`config.mk`:
```
export PLATFORM = sky130hd
export DESIGN_NAME = alu_muldiv
export DESIGN_NICKNAME = d
export VERILOG_FILES = /design/src/rtl/alu_muldiv.sv
export SDC_FILE = /design/constraint.sdc
export NUM_CORES = 1
export LEC_CHECK = 0
export BUFFER_PORTS_ARGS = -buffer_cell sky130_fd_sc_hd__buf_2
export CAP_MARGIN = 20
export CORE_UTILIZATION = 45
export CTS_BUF_LIST = sky130_fd_sc_hd__clkbuf_4
export CTS_CLUSTER_DIAMETER = 60
export CTS_CLUSTER_SIZE = 16
export DETAILED_ROUTE_END_ITERATION = 12
export GPL_TIMING_DRIVEN = 0
export PLACE_DENSITY = 0.64
export SLEW_MARGIN = 0
export SYNTH_ARGS = -nofsm -noshare
export SYNTH_HDL_FRONTEND = slang
export SYNTH_SLANG_ARGS = --single-unit
```
`constraint.sdc`:
```
create_clock -name clk -period 9.2 [get_ports clk]
set_input_delay 0.46 -clock clk [delete_from_list [all_inputs] [get_ports clk]]
set_output_delay 0.46 -clock clk [all_outputs]
set_load 0.1 [all_outputs]
```
`src/rtl/alu_muldiv.sv`:
```
// Iterative RV32M multiply/divide unit: shift-add multiply, restoring divide,
// one bit per cycle, with an early-exit path for illegal/div-by-zero/overflow.
module alu_muldiv #(
  parameter int DATA_WIDTH    = 32,
  parameter int OPCODE_LENGTH = 4
) (
  input  logic                     clk,
  input  logic                     reset_n,
  input  logic                     start,
  input  logic                     flush,
  input  logic [OPCODE_LENGTH-1:0] Operation,
  input  logic [DATA_WIDTH-1:0]    SrcA,
  input  logic [DATA_WIDTH-1:0]    SrcB,
  output logic                     busy,
  output logic                     done,
  output logic [DATA_WIDTH-1:0]    Result
);

  localparam int W  = DATA_WIDTH;
  localparam int CW = $clog2(W + 1);

  typedef enum logic [1:0] {S_IDLE, S_CALC, S_FAST, S_DONE} state_t;

  state_t          r_state, w_state_nxt;
  logic [2:0]      r_op;
  logic            r_sa, r_sb;
  logic [W-1:0]    r_opd;
  logic [2*W-1:0]  r_acc;
  logic [W:0]      r_rem;
  logic [CW-1:0]   r_cnt;
  logic [W-1:0]    r_result;

  logic            w_accept, w_legal, w_is_div, w_sa, w_sb, w_div0, w_ovf, w_fast;
  logic [2:0]      w_op3;
  logic [W-1:0]    w_mag_a, w_mag_b, w_fast_res;
  logic [W-1:0]    w_addend, w_quot_nxt, w_calc_res;
  logic [W:0]      w_sum, w_shift, w_rem_nxt;
  logic [2*W-1:0]  w_mul_nxt, w_prod_s;
  logic            w_ge;

  function automatic logic [W-1:0] neg_w(input logic [W-1:0] v, input logic n);
    return n ? -v : v;
  endfunction

  function automatic logic [2*W-1:0] neg_2w(input logic [2*W-1:0] v, input logic n);
    return n ? -v : v;
  endfunction

  // Accept-time decode: magnitudes, signs and the early-exit result
  always_comb begin
    w_op3    = Operation[2:0];
    w_legal  = ((Operation >> 3) == '0);
    w_is_div = w_op3[2];
    w_sa     = w_legal && (w_op3 == 3'd1 || w_op3 == 3'd2 || w_op3 == 3'd4 || w_op3 == 3'd6)
               && SrcA[W-1];
    w_sb     = w_legal && (w_op3 == 3'd1 || w_op3 == 3'd4 || w_op3 == 3'd6) && SrcB[W-1];
    w_mag_a  = neg_w(SrcA, w_sa);
    w_mag_b  = neg_w(SrcB, w_sb);
    w_div0   = w_legal && w_is_div && (SrcB == '0);
    w_ovf    = w_legal && (w_op3 == 3'd4 || w_op3 == 3'd6)
               && (SrcA == {1'b1, {(W-1){1'b0}}}) && (SrcB == '1);
    w_fast   = !w_legal || w_div0 || w_ovf;
    w_fast_res = '0;
    if (w_div0)     w_fast_res = w_op3[1] ? SrcA : '1;
    else if (w_ovf) w_fast_res = w_op3[1] ? '0 : SrcA;
    w_accept = (r_state == S_IDLE) && start && !flush;
  end

  // One iteration: multiply uses the full accumulator, divide uses its low half as quotient
  always_comb begin
    w_addend   = r_acc[0] ? r_opd : '0;
    w_sum      = {1'b0, r_acc[2*W-1:W]} + {1'b0, w_addend};
    w_mul_nxt  = {w_sum, r_acc[W-1:1]};
    w_shift    = {r_rem[W-1:0], r_acc[W-1]};
    w_ge       = (w_shift >= {1'b0, r_opd});
    w_rem_nxt  = w_ge ? (w_shift - {1'b0, r_opd}) : w_shift;
    w_quot_nxt = {r_acc[W-2:0], w_ge};
    w_prod_s   = neg_2w(w_mul_nxt, r_sa ^ r_sb);
    if (!r_op[2])     w_calc_res = (r_op[1:0] == 2'd0) ? w_prod_s[W-1:0] : w_prod_s[2*W-1:W];
    else if (r_op[1]) w_calc_res = neg_w(w_rem_nxt[W-1:0], r_sa);
    else              w_calc_res = neg_w(w_quot_nxt, r_sa ^ r_sb);
  end

  always_ff @(posedge clk) begin
    if (!reset_n) r_state <= S_IDLE;
    else          r_state <= w_state_nxt;
  end

  always_comb begin
    w_state_nxt = r_state;
    case (r_state)
      S_IDLE: if (start) w_state_nxt = w_fast ? S_FAST : S_CALC;
      S_CALC: if (r_cnt == CW'(1)) w_state_nxt = S_DONE;
      S_FAST: w_state_nxt = S_DONE;
      S_DONE: w_state_nxt = S_IDLE;
      default: w_state_nxt = S_IDLE;
    endcase
    if (flush) w_state_nxt = S_IDLE;
  end

  always_ff @(posedge clk) begin
    if (!reset_n) begin
      r_op     <= '0;
      r_sa     <= 1'b0;
      r_sb     <= 1'b0;
      r_opd    <= '0;
      r_acc    <= '0;
      r_rem    <= '0;
      r_cnt    <= '0;
      r_result <= '0;
    end else if (w_accept) begin
      r_op  <= w_op3;
      r_sa  <= w_sa;
      r_sb  <= w_sb;
      r_opd <= w_is_div ? w_mag_b : w_mag_a;
      r_acc <= {{W{1'b0}}, (w_fast ? w_fast_res : (w_is_div ? w_mag_a : w_mag_b))};
      r_rem <= '0;
      r_cnt <= CW'(W);
    end else if (r_state == S_CALC) begin
      if (!r_op[2]) begin
        r_acc <= w_mul_nxt;
      end else begin
        r_acc[W-1:0] <= w_quot_nxt;
        r_rem        <= w_rem_nxt;
      end
      r_cnt <= r_cnt - CW'(1);
      if (r_cnt == CW'(1) && !flush) r_result <= w_calc_res;
    end else if (r_state == S_FAST && !flush) begin
      r_result <= r_acc[W-1:0];
    end
  end

  assign busy   = (r_state == S_CALC) || (r_state == S_FAST);
  assign done   = (r_state == S_DONE);
  assign Result = r_result;

endmodule

```
# --- After elaboration in Yosys (flattened, before gate mapping) ---
# Cells that the tools add are included.
word_totals:
  register_bits: 173
  input_bits: 72
  out_inout_bits: 34
  elab_cells: 102
classes:
  add_sub_neg: 8
  magnitude_cmp: 1
  eq_ne: 13
  mux: 29
  bitwise: 4
  reduce_logical: 36
op_table:
  columns: ["op", "count"]
  rows:
  - ["32-bit 2-to-1 mux", 22]
  - ["32-bit negator", 4]
  - ["32-bit == test, second input constant", 2]
  - ["64-bit 2-to-1 mux", 1]
  - ["64-bit negator", 1]
  - ["32-bit by 32-bit adder with 33-bit output", 1]
  - ["33-bit by 32-bit >= comparator with 1-bit output", 1]
  - ["32-bit logical NOT", 1]
  - ["32-bit subtractor", 1]
  - ["1-bit logical AND", 13]
  - ["6-bit 2-to-1 mux", 2]
  - ["1-bit logical OR", 9]
  - ["2-bit one-hot mux with 4 select lines", 1]
  - ["3-bit == test, second input constant", 2]
  - ["6-bit by 1-bit == test with 1-bit output, second input constant", 1]
  - ["2-bit 2-to-1 mux", 3]
  - ["2-bit != test, second input constant", 3]
  - ["2-bit AND reduction", 3]
  - ["6-bit by 1-bit subtractor with 6-bit output, second input constant", 1]
  - ["2-bit == test, second input constant", 2]
  - ["2-bit logical NOT", 2]
  - ["4-bit logical NOT", 1]
  - ["2-bit nonzero test", 2]
  - ["2-bit OR reduction", 2]
  - ["other kinds (7)", 10]

# --- Logic depth before layout (Yosys ltp) ---
# Gate-level depths: netlist of the first run.
logic_depth:
  depth_word: 10
  ltp_mapped: 24
  ltp_nobuf: 20

# --- Least setup slack after synthesis of the first run ---
# No wires, ideal clock.
synth_timing:
  path_kind: "reg-to-reg"
  start: "register r_acc[31]"
  end: "register r_result[30] (netlist: Result[30])"
  setup_ps: 64
  arrival_ps: 4656
  required_time_ps: 9136
  path_slack_ps: 4480
  path_stages_with_launch: 21
  path_buffers: 4
  synth_period_minus_slack_ps: 4720
  path_cell_list: "dfxtp_1 clkbuf_1 inv_1 ha_1 nand4_1 nor3_1 a32o_1 a211oi_2 nand2_4 buf_4 clkbuf_1 buf_1 o21ai_0 ha_1 inv_1 nor3_1 mux2i_1 or2_2 or3_1 or4_1 nand4_1"
synth_between:
  elab_chain_cells: 8
  word_cells_on_any_way: 14
  cone_classes: "add/sub (4); order compare (1); mux (9)"
synth_rtl:
  columns: ["item", "line", "text"]
  rows:
  - ["from (decl)", "28", "logic [2*W-1:0] r_acc;"]
  - ["from (signal assigned)", "116", "r_acc <= {{W{1'b0}}, (w_fast ? w_fast_res : (w_is_div ? w_mag_a : w_mag_b))};"]
  - ["from (signal assigned)", "121", "r_acc <= w_mul_nxt;"]
  - ["from (signal, indexed assignment)", "123", "r_acc[W-1:0] <= w_quot_nxt;"]
  - ["32-bit subtractor / 33-bit by 32-bit >= comparator with 1-bit output (equally long branches)", "76, 75", null]
  - ["32-bit 2-to-1 mux", "76", "w_rem_nxt = w_ge ? (w_shift - {1'b0, r_opd}) : w_shift;"]
  - ["32-bit negator", "42", "return n ? -v : v;"]
  - ["32-bit 2-to-1 mux", "42", null]
  - ["32-bit 2-to-1 mux", "80", "else if (r_op[1]) w_calc_res = neg_w(w_rem_nxt[W-1:0], r_sa);"]
  - ["32-bit 2-to-1 mux *", "79", "if (!r_op[2]) w_calc_res = (r_op[1:0] == 2'd0) ? w_prod_s[W-1:0] : w_prod_s[2*W-1:W];"]
  - ["32-bit 2-to-1 mux *", "127", "if (r_cnt == CW'(1) && !flush) r_result <= w_calc_res;"]
  - ["32-bit 2-to-1 mux *", "119", "end else if (r_state == S_CALC) begin"]
  - ["to (signal assigned)", "127", null]
  - ["to (signal assigned)", "129", "r_result <= r_acc[W-1:0];"]
  - ["to (decl)", "31", "logic [W-1:0] r_result;"]
# Mark *: on every way between the ends. The rest lies on a longest branch, timed or not. The select of a mux whose other input is x is not followed.
# A chain may end at the register's enable or synchronous reset.

# --- Final worst setup path of the first run ---
layout_timing:
  start: "register r_acc[31]"
  end: "register r_result[10] (netlist: Result[10])"
# Same word-level chain as after synthesis.

==> impl_metrics.toml, run 1 <==
[setup_path]
reg2reg_depth = 21
crit_path_cell_trace = "clkbuf_1, inv_1, ha_1, nand4_1, nor3_1, a32o_1, a211oi_2, nand2_4, buf_4, clkbuf_1, buf_1, o21ai_0, ha_1, inv_1, nor3_1, mux2i_1, o21ai_0, xnor2_1, o21ai_0, a21oi_1, a21oi_1"
cp_common_cell = "o21ai_0"
startpoint_type = "register"
timing_worst_setup_path_type = "register to register"
rr_startpoint = "r_acc[31]"
startpoint = "r_acc[31]"
arrival_ns = 7.78
worst_ep_required_time_ns = 9.83
cpMaxStageDelayCell = "mux2i_1"
path_max_fanout = 10
end_kind = "register"
slowest_delay_ns = 0.72

[floorplan]
initial_core_util_pct = 45.7
core_um2 = 39800
die_area_um2 = 41200
boundaryPins = 106
die_h_um = 203
row_count = 73
dieWidth_um = 203

[yosys]
yosys.area.top_type = "dfxtp_1"
syn_inst = 2601
yosysMostFrequentCell = "nand2_1"
synth_top_area_share_pct = 19.1
yosysWarnings = 0
ys_seq_area_share_pct = 19.1
synth_nets = 2751
async_flop_share_pct = 0
synth_edf_count = 0
synth-seq-cells = 173
avgSynthCellArea_um2 = 6.99
synth-main-ff-cell = "dfxtp_1"
ys_top_cells_by_area = "dfxtp_1 (19%), a21oi_1 (6.8%), xnor2_1 (6.1%)"
synth_commonest_cells = "nand2_1 (294), nor2_1 (286), a21oi_1 (248)"
ys_types = 103
syn_area_um2 = 18200

[drt]
drt_pass1_iterations = 9
drt_wl_total_mm = 87.8
drt-initial-drc-count = 2820
viasPerCell = 6.54
ant_nets = 0
drc = 0
wl_per_cell_um = 26.9
vias = 21400

[cts]
cts_root_buffer = "clkbuf_4"
cts_tree = "yes"
h-tree-depth = 4
cts.repair.resized = 0
clock_latency_ns = 0.76
clk_pin_slew_ns = 0.17
clk_path_buf_depth = 2
clock_sink_count = 173
cts_inserted_buffers = 17

[worst_hold_path]
worst_hold_startpoint = "flush"
hold_class = "primary input to register"
hold_depth = 3

[global_routing]
grt_max_degree = 17
grt-ovfl-total = 0
track_usage_pct = 42.1
grt_pass1_wl_mm = 128
grt_pass1_vias = 19700
antenna_found_initial = 4

[sta]
setup_ws_ns = 2.05
max_slew.worst_pin.slew_ns = 1.22
min_period_over_period_pct = 77.7
fmax_ghz = 0.140
setup_violations = 0
period_needed_ns = 7.15
hold_viol = 0
setup_tns_ns = 0
fin_skew_ns = 0.0372
slew_viol_final = 0
rsz0062_at_grt = "no"
relSlewSlack_pct = 17.8

[placement]
dp_hpwl_mm = 70.3
place_ws_ns = 2.38
place_congestion = 1.05
port_buffers = 103
place_area_um2 = 19400

[power_and_ir_drop]
power_leakage_nw = 7.58
ir_drop_v = 0.000132
p_per_area_nw_per_um2 = 134

[cells_and_area]
layout-drive-gt1-share_pct = 9.02
syn_to_final_growth_pct = 8.40
design_area_um2 = 19700
fin_nets = 2876

[run_status]
status = "complete, no violations"

[flow_run]
cap_violations = 0
-- metal layers --
layer  wire (µm)  GRT usage [%]  share of wire (%)
met5           0              0                  0
met4        5190           23.3                5.9
met3        9030           9.71                 10
met2       36800           62.3                 42
met1       36800           56.1                 42
-- sequential cells by signal (all words and copies together), names as in the netlist --
register  cells
Result       32
r_opd        32
r_state       2
r_acc        64
r_sa          1
r_rem        32
r_op          3
r_sb          1
r_cnt         6
-- through the flow --
stage,total power (W),util [%],std cells,hold WS [ns]
6_report,0.00265,49.5,3267,0.0686
5_1_grt,0.00274,49.5,3266,0.0285
4_1_cts,0.00259,49.5,3264,0.00689
3_5_place_dp,0.00207,48.7,3231,0.453
3_3_place_gp,0.00206,48.6,3229,0.448
2_1_floorplan,0.00164,-,2601,0.441
-- final timing paths --
check | to | slack [ns]
worst max-delay path | Result[10] | 2.05
worst min-delay path | r_state[1] | 0.07
worst min register to register | r_opd[4] | 0.47
worst max register to register | Result[10] | 2.05
-- critical path, delay by kind of cell, from the launching register on --
family,cells,cell delay [ns]
multiplexers,1,0.72
flip-flops,1,0.33
AND/OR/NAND/NOR,4,0.80
adder cells (fa/ha/maj),2,0.68
buffers and inverters,6,2.39
XOR/XNOR,1,0.66
AO/OA/AOI/OAI,7,1.42
-- area by class of cell --
class                      instances  area (µm²)
antenna                            3        7.51
buffer                           196         855
clock buffer                      17         128
clock inverter                    15         185
fill                            4214       20100
inverter                          79         297
multi-input combinational       2153       13600
sequential                       173        3460
tap                              525         657
timing repair buffer             106         538
-- report_power, final --
group          leakage (nW)  internal, W  switching (W)
logic                  6.01     0.000377       0.000930
clock network         0.159     0.000192       0.000336
registers              1.41     0.000783      0.0000265
total                  7.58      0.00135        0.00129
-- cell usage in the layout, fill, tap and decap left out, types with 28 or more instances in the layout --
cell        n
a31oi_1    43
a221oi_1   29
buf_2     112
nand4_1    29
inv_1      76
o31ai_1    30
nor4_1     31
xnor2_1   127
mux2i_1    41
clkbuf_1  155
a21o_1     28
nand3_1    37
nor2_1    286
dfxtp_1   173
a211oi_1   68
xor2_1     83
a21oi_1   248
and2_1     41
a21boi_0   29
ha_1       76
nand2_1   294
nor3_1     66
o211ai_1   46
o21ai_0   183
-- cells by family (layout without fill, tap and decap cells) --
kind of cell	after synthesis	count (layout)	synth area share, %
and+or+nand+nor	938	938	24.6
buffers and inverters	275	413	6.33
other	0	3	0
AOI/OAI and AO/OA	862	862	30.7
DFF	173	173	19.1
xor gates and xnor gates	210	210	10.1
muxes	65	65	3.76
adders and majority gates	78	78	5.45
-- timing repair --
item / 4_1_cts / 5_1_grt
setup buffers: 0 / 0
endpoints found under the hold margin: 1 / 0
hold buffers: 1 / 0
setup endpoints to repair: 0 / 0
Power figures use the tool's default switching activity.
==> run 2, diff against run 1 <==
Settings changed: PLACE_DENSITY 0.64 to 0.66.
Clock period 9.2 ns to 5.8 ns, I/O delays scaled along.
==> run 2 against run 1 <==
- fmax up 26%
- core utilization rose by 0.51 points
- via count rose by 0.63%
- register-to-register slack worse by 1.9 ns
- first-iteration DRC count increased by 7.3%
==> impl_metrics.toml, run 2 (synthesis gave the netlist of run 1 again) <==
[floorplan]
die_h_um = 203
row_count = 73
core_um2 = 39800
initial_core_util_pct = 45.7
dieWidth_um = 203
boundaryPins = 106
die_area_um2 = 41200

[setup_path]
crit_path_cell_trace = "inv_1, ha_1, clkbuf_1, nand3_1, nor4_2, a32o_1, a211oi_4, nand2_4, buf_4, clkbuf_2, clkbuf_4, nand2_1, o21ai_0, ha_1, inv_1, nor3_2, mux2i_4, or2_2, or3_1, or4_1, nand4_1"
timing_worst_setup_path_type = "register to register"
crit_end = "Result[30]"
arrival_ns = 6.39
rr_startpoint = "r_opd[26]"
rr_endpoint = "Result[30]"
end_kind = "register"
worst_ep_required_time_ns = 6.53
cp.depth = 21
startpoint = "r_opd[26]"
critPathTopFamily = "simple AND/OR/NAND/NOR gates"
startpoint_type = "register"
cpMaxStageDelayCell = "or4_1"
path_max_fanout = 10
slowest_delay_ns = 0.47
path_buf_inv = 6
reg2reg_depth = 21
reg2reg_setup_slack_ns = 0.14

[cts]
cts_inserted_buffers = 17
cts_root_buffer = "clkbuf_4"
clk_pin_slew_ns = 0.19
h-tree-depth = 4
clock_sink_count = 173
cts_tree = "yes"
clk_path_buf_depth = 2
clock_latency_ns = 0.77

[power_and_ir_drop]
p_int_w = 0.00213
power_frac_comb_pct = 50.4
p_seq_share_pct = 30.8
p_per_area_nw_per_um2 = 210
power_w = 0.00418
ir_drop_v = 0.000231
power_leakage_nw = 7.66
sw_frac_of_total_pct = 49.1
clock_power_share_pct = 18.8
switching_power_w = 0.00205

[drt]
drc = 0
wl_per_cell_um = 27.1
drt-initial-drc-count = 3027
ant_nets = 0
viasPerCell = 6.55
vias = 21500
drt_pass1_iterations = 7
drt_wl_total_mm = 89.0

[worst_hold_path]
hold_class = "primary input to register"

[placement]
port_buffers = 103
place_congestion = 1.04
placedCellCount = 3231
dp_hpwl_mm = 71.8

[global_routing]
grt-ovfl-total = 0
grt_pass1_vias = 19500
grt_max_degree = 20
track_usage_pct = 42.3
antenna_found_initial = 3
grt_pass1_wl_mm = 129

[sta]
fin_skew_ns = 0.0368
hold_viol = 0
setup_violations = 0
period_needed_ns = 5.66
fmax_ghz = 0.177
rsz0062_at_grt = "no"
min_period_over_period_pct = 97.6
slew_viol_final = 0
max_slew.worst_pin.slew_ns = 1.17
relSlewSlack_pct = 21.5

[cells_and_area]
stdcell_count = 3279
largest_reg_flops = 64
fin_nets = 2889
final_common_cell = "nand2_1"
regMostFlops = "r_acc"
mostFrequentLayoutCells = "nand2_1 (294), nor2_1 (279), a21oi_1 (248)"
syn_to_final_growth_pct = 9.50
layout-drive-gt1-share_pct = 9.74
fill_cells = 4175

[flow_run]
cap_violations = 0

[run_status]
status = "complete, no violations"
[run 2: cell types whose count changed in the layout (fill, tap and decap cells not counted), moves of 2 or more]
cell	before	now
dfxtp_1	173	171
clkbuf_4	17	20
clkbuf_2	1	6
dlygate4sd3_1	1	14
clkbuf_1	155	148
nor2_2	1	5
nor2_1	286	279
nor2_4	0	3
dfxtp_2	0	2
[run 2: worst min-delay path by stage]
| stage | startpoint | end | slack, ns | depth (start not counted) |
|---|---|---|---|---|
| finish | SrcA[23] | r_acc[23] | 0.04 | 4 |
| global route | SrcA[4] | r_opd[4] | 0.09 | 4 |
| CTS | SrcA[5] | r_acc[5] | 0.002 | 5 |
| detailed placement | r_acc[43] | r_acc[43] | 0.45 | 2 |
| global placement | r_acc[45] | r_acc[45] | 0.45 | 2 |
| floorplan | SrcA[0] | r_acc[0] | 0.43 | 2 |
[run 2: power groups by stage]
stage / logic (W) / clock network, W / registers (W)
6_report: 0.00211 / 0.000786 / 0.00129
5_1_grt: 0.00220 / 0.000824 / 0.00129
4_1_cts: 0.00201 / 0.000784 / 0.00128
3_5_place_dp: 0.00199 / 0 / 0.00131
3_3_place_gp: 0.00198 / 0 / 0.00131
2_1_floorplan: 0.00124 / 0 / 0.00136
[run 2: area by class of cell]
class,count,area [µm²],share of cell area (%)
sequential,173,3470,17.4
clock inverter,14,155,0.779
tap,525,657,3.30
multi-input combinational,2153,13700,68.6
buffer,194,857,4.31
antenna,2,5.00,0.0251
inverter,79,297,1.49
timing repair buffer,121,683,3.43
clock buffer,18,135,0.679
[run 2: worst reg2reg max path, stage by stage, from the launching register on]
cell and delay (ns):
dfxtp_1 0.37, inv_1 0.17, ha_1 0.34, clkbuf_1 0.30
nand3_1 0.21, nor4_2 0.39, a32o_1 0.30, a211oi_4 0.07
nand2_4 0.18, buf_4 0.26, clkbuf_2 0.38, clkbuf_4 0.35
nand2_1 0.08, o21ai_0 0.15, ha_1 0.21, inv_1 0.11
nor3_2 0.30, mux2i_4 0.19, or2_2 0.36, or3_1 0.34
or4_1 0.47, nand4_1 0.10
[run 2: per-layer routing]
| metal | part of all wire [%] | GRT usage [%] |
|---|---|---|
| met1 | 42 | 56.4 |
| met2 | 43 | 63.9 |
| met3 | 9.9 | 7.61 |
| met4 | 5.8 | 24.1 |
| met5 | 0 | 0 |
[run 2: metrics by stage]
step                TNS, ns  worst slack, ns  hold WS [ns]  util, %  instance area [µm²]
floorplan                 0             1.08         0.426        -                18200
CTS                       0          0.00262       0.00161     49.8                19800
global placement      -9.99            -1.01         0.448     48.6                19400
finish                    0            0.140        0.0426     50.0                19900
global route              0          0.00969        0.0854     50.0                19900
detailed placement    -8.84           -0.953         0.452     48.6                19400
[run 2: what timing repair did]
action,in CTS,in global routing
resized for setup,13,17
pin swaps,0,1
buffers inserted,0,1
setup endpoints to repair,16,18
endpoints found under the hold margin,15,0
hold buffers,14,0
